### config.mk
export PLATFORM = sky130hd
export DESIGN_NAME = multicycle_control_unit
export DESIGN_NICKNAME = d
export VERILOG_FILES = /design/src/rtl/multicycle_control_unit.sv
export SDC_FILE = /design/constraint.sdc
export NUM_CORES = 1
export LEC_CHECK = 0
export CAP_MARGIN = 20
export CORE_ASPECT_RATIO = 1.5
export CORE_MARGIN = 1
export CORE_UTILIZATION = 43
export CTS_BUF_LIST = sky130_fd_sc_hd__clkbuf_4
export CTS_CLUSTER_DIAMETER = 150
export CTS_CLUSTER_SIZE = 20
export DETAILED_ROUTE_END_ITERATION = 12
export HOLD_SLACK_MARGIN = 0.06
export PLACE_DENSITY_LB_ADDON = 0.15
export SLEW_MARGIN = 20
export SYNTH_ARGS = -nofsm -noshare
export SYNTH_HDL_FRONTEND = slang
export SYNTH_SLANG_ARGS = --single-unit
### constraint.sdc
create_clock -name CLK -period 3 [get_ports CLK]
set_input_delay 0.6 -clock CLK [delete_from_list [all_inputs] [get_ports CLK]]
set_output_delay 0.6 -clock CLK [all_outputs]
set_load 0.1 [all_outputs]
### src/rtl/multicycle_control_unit.sv
// multicycle_control_unit
//   Multi-cycle MIPS main control FSM. Decodes R-type, lw, sw, beq, j and
//   (optionally) addi. It steps each instruction through fetch, decode,
//   execute, memory and write-back, and drives the datapath controls.
//
// Parameters
//   INSTR_WIDTH  instruction width; the opcode is the top 6 bits
//   MEM_WAIT_EN  1: memory states wait for MemReady; 0: one-cycle memory
//   ADDI_EN      1: decode addi; 0: addi traps as illegal
//   COUNT_WIDTH  width of RetireCount (wraps)
//
// Ports
//   CLK, Reset              clock, synchronous active-high reset
//   Instr, Zero, MemReady   instruction register, ALU zero flag, memory done
//   PCWrite, PCSrc          PC load enable and PC source select
//   IorD, IRWrite           memory address select, instruction register load
//   MemRead, MemWrite       memory strobes
//   MemtoReg, RegDst        write-back data and register selects
//   RegWrite                register-file write enable
//   ALUSrcA, ALUSrcB, ALUOp ALU operand and operation selects
//   Busy, IllegalOp, State  status: not in FETCH, sticky trap flag, state code
//   RetireCount             completed-instruction counter
module multicycle_control_unit #(
   parameter int unsigned INSTR_WIDTH = 32,
   parameter int unsigned MEM_WAIT_EN = 1,
   parameter int unsigned ADDI_EN     = 1,
   parameter int unsigned COUNT_WIDTH = 16
) (
   input  logic                   CLK,
   input  logic                   Reset,
   input  logic [INSTR_WIDTH-1:0] Instr,
   input  logic                   Zero,
   input  logic                   MemReady,
   output logic                   PCWrite,
   output logic [1:0]             PCSrc,
   output logic                   IorD,
   output logic                   IRWrite,
   output logic                   MemRead,
   output logic                   MemWrite,
   output logic                   MemtoReg,
   output logic                   RegDst,
   output logic                   RegWrite,
   output logic                   ALUSrcA,
   output logic [1:0]             ALUSrcB,
   output logic [1:0]             ALUOp,
   output logic                   Busy,
   output logic                   IllegalOp,
   output logic [3:0]             State,
   output logic [COUNT_WIDTH-1:0] RetireCount
);

   typedef enum logic [3:0] {
      S_FETCH  = 4'd0,
      S_DECODE = 4'd1,
      S_MEMADR = 4'd2,
      S_MEMRD  = 4'd3,
      S_MEMWB  = 4'd4,
      S_MEMWR  = 4'd5,
      S_EXEC   = 4'd6,
      S_ALUWB  = 4'd7,
      S_BRANCH = 4'd8,
      S_ADDIEX = 4'd9,
      S_ADDIWB = 4'd10,
      S_JUMP   = 4'd11,
      S_TRAP   = 4'd12
   } state_t;

   localparam logic [5:0] OP_RTYPE = 6'b000000;
   localparam logic [5:0] OP_LW    = 6'b100011;
   localparam logic [5:0] OP_SW    = 6'b101011;
   localparam logic [5:0] OP_BEQ   = 6'b000100;
   localparam logic [5:0] OP_J     = 6'b000010;
   localparam logic [5:0] OP_ADDI  = 6'b001000;

   state_t                 state_q, state_d;
   logic [5:0]             op_q;
   logic                   ill_q;
   logic [COUNT_WIDTH-1:0] cnt_q;
   logic [5:0]             opcode;
   logic                   done;
   logic                   retire;

   assign opcode = Instr[INSTR_WIDTH-1 -: 6];
   assign done   = (MEM_WAIT_EN != 0) ? MemReady : 1'b1;

   always_comb begin
      state_d  = state_q;
      retire   = 1'b0;
      PCWrite  = 1'b0;
      PCSrc    = 2'b00;
      IorD     = 1'b0;
      IRWrite  = 1'b0;
      MemRead  = 1'b0;
      MemWrite = 1'b0;
      MemtoReg = 1'b0;
      RegDst   = 1'b0;
      RegWrite = 1'b0;
      ALUSrcA  = 1'b0;
      ALUSrcB  = 2'b00;
      ALUOp    = 2'b00;
      // Under reset every control stays at its zero default, so an aborted
      // instruction can never write the PC, register file or memory.
      if (!Reset) begin
         case (state_q)
            S_FETCH: begin
               MemRead = 1'b1;
               ALUSrcB = 2'b01;
               IRWrite = done;
               PCWrite = done;
               if (done) state_d = S_DECODE;
            end
            S_DECODE: begin
               ALUSrcB = 2'b11;
               case (opcode)
                  OP_RTYPE:     state_d = S_EXEC;
                  OP_LW, OP_SW: state_d = S_MEMADR;
                  OP_BEQ:       state_d = S_BRANCH;
                  OP_J:         state_d = S_JUMP;
                  OP_ADDI:      state_d = (ADDI_EN != 0) ? S_ADDIEX : S_TRAP;
                  default:      state_d = S_TRAP;
               endcase
            end
            S_MEMADR: begin
               ALUSrcA = 1'b1;
               ALUSrcB = 2'b10;
               state_d = (op_q == OP_LW) ? S_MEMRD : S_MEMWR;
            end
            S_MEMRD: begin
               IorD    = 1'b1;
               MemRead = 1'b1;
               if (done) state_d = S_MEMWB;
            end
            S_MEMWB: begin
               MemtoReg = 1'b1;
               RegWrite = 1'b1;
               retire   = 1'b1;
               state_d  = S_FETCH;
            end
            S_MEMWR: begin
               IorD     = 1'b1;
               MemWrite = 1'b1;
               if (done) begin
                  retire  = 1'b1;
                  state_d = S_FETCH;
               end
            end
            S_EXEC: begin
               ALUSrcA = 1'b1;
               ALUOp   = 2'b10;
               state_d = S_ALUWB;
            end
            S_ALUWB: begin
               RegDst   = 1'b1;
               RegWrite = 1'b1;
               retire   = 1'b1;
               state_d  = S_FETCH;
            end
            S_BRANCH: begin
               ALUSrcA = 1'b1;
               ALUOp   = 2'b01;
               PCSrc   = 2'b01;
               PCWrite = Zero;
               retire  = 1'b1;
               state_d = S_FETCH;
            end
            S_ADDIEX: begin
               ALUSrcA = 1'b1;
               ALUSrcB = 2'b10;
               state_d = S_ADDIWB;
            end
            S_ADDIWB: begin
               RegWrite = 1'b1;
               retire   = 1'b1;
               state_d  = S_FETCH;
            end
            S_JUMP: begin
               PCSrc   = 2'b10;
               PCWrite = 1'b1;
               retire  = 1'b1;
               state_d = S_FETCH;
            end
            S_TRAP:  state_d = S_TRAP;
            default: state_d = S_FETCH;
         endcase
      end
   end

   always_ff @(posedge CLK) begin
      if (Reset) begin
         state_q <= S_FETCH;
         op_q    <= '0;
         ill_q   <= 1'b0;
         cnt_q   <= '0;
      end else begin
         state_q <= state_d;
         if (state_q == S_DECODE) op_q <= opcode;
         if (state_d == S_TRAP) ill_q <= 1'b1;
         if (retire) cnt_q <= cnt_q + COUNT_WIDTH'(1);
      end
   end

   assign Busy        = (state_q != S_FETCH);
   assign IllegalOp   = ill_q;
   assign State       = state_q;
   assign RetireCount = cnt_q;

endmodule
* Yosys cells after proc, flatten, opt, wreduce, memory -nomap -nowiden
Index checks and enable logic that the tools add are counted.
** Storage, ports and cells
- Input bits :: 36
- Bits in registers :: 27
- Output and inout bits :: 37
- Word-level logic and storage cells :: 68
** Operators by class
- Muxes and demuxes :: 34
- Reduce and logical (&&, ||, !) cells :: 10
- Equal/unequal tests :: 19
- Add/sub/neg operators :: 1
** Operators by type and width (count)
- $pmux 4 s8 :: 1
- $eq 4x4->1 const B :: 6
- $pmux 4 s5 :: 1
- $mux 1 :: 19
- $eq 6x6->1 const B :: 3
- $add 16x1->16 const B :: 1
- $eq 4x3->1 const B :: 4
- $mux 4 :: 4
- $eq 4x2->1 const B :: 2
- $pmux 2 s2 :: 2
- $reduce_or 2->1 :: 4
- $eq 6x2->1 const B :: 1
- $eq 6x3->1 const B :: 1
- $eq 6x4->1 const B :: 1
- $logic_not 6->1 :: 1
- $mux 2 :: 3
- $pmux 2 s3 :: 1
- $reduce_or 5->1 :: 1
- $eq 4x1->1 const B :: 1
- $logic_not 4->1 :: 1
- $reduce_bool 4->1 :: 1
- $reduce_or 4->1 :: 1
- $mux 3 :: 1
- $pmux 1 s3 :: 1
- 2 further kinds :: 2

* Depth between registers and ports, before layout
- Depth after elaboration :: 6
- Depth in mapped cells :: 7
- Mapped depth without buffers :: 5

* Worst setup path after synthesis
OpenSTA, ideal clock, no wires.
- Kind :: flip-flop to output port
- Start point :: register state_q[1], in the netlist State[1]
- End point :: output port MemRead
- Data arrival time :: 6.253 ns
- Cell stages (with the launch flop) :: 4
- Data required time :: 2.400 ns
- Slack :: -3.853 ns
- Cell sequence :: dfxtp_1 -> clkbuf_1 -> nand2_1 -> a2111oi_0
** On the way
- Cells in the longest elaborated chain, start to end :: 4
** RTL lines
- start, declared :: RTL line 75 : state_t state_q, state_d;
- start signal, assigned :: RTL line 195 : state_q <= state_d;
- $eq 4x2->1 or $logic_not 4->1 (tied branches) :: RTL line 104 : case (state_q)
- $reduce_or 2->1 (no source line) *
- $mux 1 * :: RTL line 104
- $mux 1 * :: RTL line 103 : if (!Reset) begin
- end, declared :: RTL line 38 : output logic MemRead,
Mark *: on every way between the ends. The rest lies on a longest branch, timed or not.

* Worst setup path in the final report
- Start point :: register state_q[3], in the netlist State[3]
- End point :: output port RegWrite
** On the way
- Cells in the longest elaborated chain, start to end :: 4
** RTL lines
- $eq 4x4->1 or $eq 4x3->1 (tied branches) :: RTL line 104
- $reduce_or 3->1 (no source line) *
- $mux 1 * :: RTL line 104
- $mux 1 * :: RTL line 103
- end, declared :: RTL line 42 : output logic RegWrite,
Marked as above.

==> flow_summary.json <==
{
  "hp-start": "IllegalOp$_SDFFE_PP0N_",
  "clk_latency_ps": 320,
  "drtAntennaViolNets": 0,
  "crit_family": "flip-flops",
  "synth_top_area_share_pct": 33.8,
  "diodes": 0,
  "clk_path_buf_depth": 2,
  "syn_inst": 204,
  "slew_violations": 0,
  "max_slew_margin_pct": 64.7,
  "muxShareOfSynthArea_pct": 5.08,
  "synth_ff_type": "dfxtp_1",
  "min_to": "IllegalOp$_SDFFE_PP0N_",
  "drv_cap": 0,
  "io_buffer_count": 46,
  "cts_hold_buf": 0,
  "dpl.hpwl_mm": 2.77,
  "synth_area_leaders": "dfxtp_1 (34%), nor2_1 (6.8%), xor2_1 (5.5%), mux2i_1 (4.4%), nand4_1 (3.1%)",
  "drive_above_1_share_pct": 28.9,
  "synth_nets": 241,
  "synth-compound-area-share_pct": 14.8,
  "drc": 0,
  "fp.dieW_um": 51.8,
  "fp.dieH_um": 76.7,
  "gp_congestion": 0.866,
  "leakagePower_nw": 0.881,
  "grt_util_all_layers_pct": 19.3,
  "overflow": 0,
  "synth_cell_types": 45,
  "dieArea_sq_um": 3980,
  "skew_ps": 8.89,
  "yosys.area.top_type": "dfxtp_1",
  "cts_root_buffer": "clkbuf_4",
  "p_total_mw": 0.972,
  "worst-slew-pin-transition_ps": 530,
  "worstPathMaxFanout": 22,
  "holdPathStages": 2,
  "synth_top_family_by_area": "simple AND/OR/NAND/NOR gates",
  "finalNetCount": 280,
  "rrSetupSlack_ps": 580,
  "grt_first_pass_wirelength_mm": 6.18,
  "slowest_stage": "dfxtp_2",
  "finalCritPeriodShare_pct": 88.9,
  "dr_total_vias": 1548,
  "synthesis.area_sq_um": 1600,
  "wl_per_cell_um": 12.9,
  "ir_worst_vdd_uv": 441,
  "cts_tree": "yes",
  "synthSimpleGateAreaFrac_pct": 33.9,
  "post-cts-setup-buffers": 0,
  "r2r-start": "State[3]$_SDFF_PP0_",
  "grt_pass1_vias": 1398,
  "num_rows": 26,
  "cp.arrival_ps": 2070,
  "r2r.worst_path.cells": 5,
  "period_needed_ps": 2670,
  "syn_area_per_cell_sq_um": 7.85,
  "p_per_area_nw_per_um2": 426,
  "cts_made_buffers": 3,
  "outcome": "completed",
  "cts_resized": 0,
  "critPathKind": "reg -> out",
  "antenna_found_initial": 0,
  "endpoint_kind": "primary output",
  "area_growth_pct": 42.3,
  "regArea_sq_um": 548,
  "start_kind": "flop",
  "cp_slowest_stage_delay_ps": 650,
  "fillers": 297,
  "clkSinkCount": 27,
  "synth-xor-area-share_pct": 6.56,
  "multi_input_area_sq_um": 1090,
  "grt_max_degree": 24,
  "ys_seq_area_share_pct": 33.8,
  "worstPathCellList": "nand2b_1 -> mux2_2 -> o22a_1 -> nor2_2 -> buf_12",
  "path_buf_inv": 1,
  "synth_fa_ha_area_share_pct": 0.781,
  "finalSetupViolCount": 0,
  "synth_edf_count": 0,
  "r2r_end": "IllegalOp$_SDFFE_PP0N_",
  "crit_required_ps": 2400,
  "drtIter0Drc": 29,
  "ys_seq_elements": 27,
  "design.core.area_sq_um": 3480,
  "avgViaCountPerCell": 5.45,
  "htree_levels": 1,
  "hold_class": "reg -> reg",
  "final_util_pct": 65.5,
  "final-hold-violation-count": 0,
  "synth_warnings": 0,
  "fmax_mhz": 375,
  "synthArstFlopShare_pct": 0,
  "start_util_pct": 46.0,
  "routed_wirelength_mm": 3.67,
  "rsz0062_at_grt": "no",
  "io_pins": 73,
  "cts.clk_slew.worst_paths_ps": 140,
  "drtPass1Iterations": 4
}
where the power goes:
group / internal [mW] / total (mW) / switching (mW)
Sequential: 0.375 / 0.412 / 0.0368
Clock: 0.0499 / 0.153 / 0.103
Combinational: 0.129 / 0.407 / 0.278
Total: 0.554 / 0.972 / 0.418
Yosys cell counts, drive strengths merged, types with 2 or more instances:
master / count
inv: 4
or3: 4
dfxtp: 27
nand2: 10
a2111oi: 2
o21ai: 8
nand4: 8
mux2i: 7
nand3b: 3
nor2: 29
nand2b: 7
or2: 2
a31oi: 3
nor3: 6
nor4b: 2
a21oi: 10
and2: 4
o31a: 2
xnor2: 2
buf: 3
nor4: 2
and4: 2
or4: 4
and3: 3
xor2: 10
nand3: 8
nor2b: 5
clkbuf: 13
layout by cell type (no fill, tap or decap), types with 2 or more instances in the layout:
| cell type | count |
|---|---|
| buf_4 | 29 |
| dfxtp_1 | 23 |
| nor2_1 | 23 |
| buf_12 | 12 |
| nand2_1 | 10 |
| xor2_1 | 10 |
| a21oi_1 | 9 |
| nand4_1 | 8 |
| nand3_1 | 8 |
| clkdlybuf4s50_1 | 8 |
| nand2b_1 | 7 |
| mux2i_1 | 7 |
| o21ai_0 | 7 |
| nor2_2 | 6 |
| nor2b_1 | 5 |
| inv_1 | 4 |
| and2_1 | 4 |
| or4_1 | 4 |
| or3_1 | 4 |
| dfxtp_2 | 3 |
| nor3_4 | 3 |
| a31oi_1 | 3 |
| and3_1 | 3 |
| nand3b_1 | 3 |
| clkbuf_4 | 3 |
| or2_2 | 2 |
| xnor2_1 | 2 |
| and4_1 | 2 |
| o31a_1 | 2 |
| nor3_1 | 2 |
worst max-delay path by stage:
| stage | to | depth (start not counted) | slack (ps) | startpoint |
|---|---|---|---|---|
| 3_3_place_gp | IllegalOp$_SDFFE_PP0N_ | 6 | 420 | Instr[26] |
| 6_report | RegWrite | 5 | 330 | State[3]$_SDFF_PP0_ |
| 3_5_place_dp | IllegalOp$_SDFFE_PP0N_ | 6 | 430 | Instr[26] |
| 2_1_floorplan | MemRead | 3 | -150 | State[1]$_SDFF_PP0_ |
| 5_1_grt | RegWrite | 5 | 160 | State[3]$_SDFF_PP0_ |
| 4_1_cts | RegWrite | 5 | 300 | State[3]$_SDFF_PP0_ |
sequential cells by signal, indices dropped and copies added (netlist names):
name         count
IllegalOp        1
RetireCount     16
State            4
op_q             6
cell type report:
type,instances,share of cell area [%]
clock buffer,3,0.988
clock inverter,1,0.220
inverter,4,0.659
multi-input combinational,157,48.0
sequential,27,24.0
tap,42,2.31
timing repair buffer,50,23.8
metrics by stage:
stage / setup slack (ps) / instances / cell area (sq um) / setup TNS, ps / hold WS (ps)
final: 333 / 284 / 2280 / 0 / 480
after global routing: 163 / 284 / 2280 / 0 / 513
after CTS: 304 / 284 / 2280 / 0 / 487
after detailed placement: 433 / 280 / 2250 / 0 / 455
after global placement: 422 / 280 / 2250 / 0 / 452
after floorplan: -145 / 204 / 1730 / -246 / 455
cells by family (layout without fill, tap and decap cells):
family                     after synthesis  count (layout)
adders and majority gates                1               1
xor gates and xnor gates                12              12
buffers and inverters                   20              58
AOI/OAI and AO/OA                       35              35
muxes                                    8               8
DFF                                     27              27
and+or+nand+nor                        101             101
worst register-to-register path: cells and delay by family (launching register included):
kind / cells / cell delay (ps)
and+or+nand+nor: 3 / 1580
AOI/OAI and AO/OA: 2 / 250
DFF: 1 / 490
per-layer routing:
layer,share of wire (%),vias to the layer above,track usage (%)
met1,46,702,24.3
met3,2.8,2,2.58
met4,0.63,0,6.76
met5,0,-,0
met2,51,38,32.6
li1,-,806,-
No activity file was read; power rests on OpenSTA's default activity.
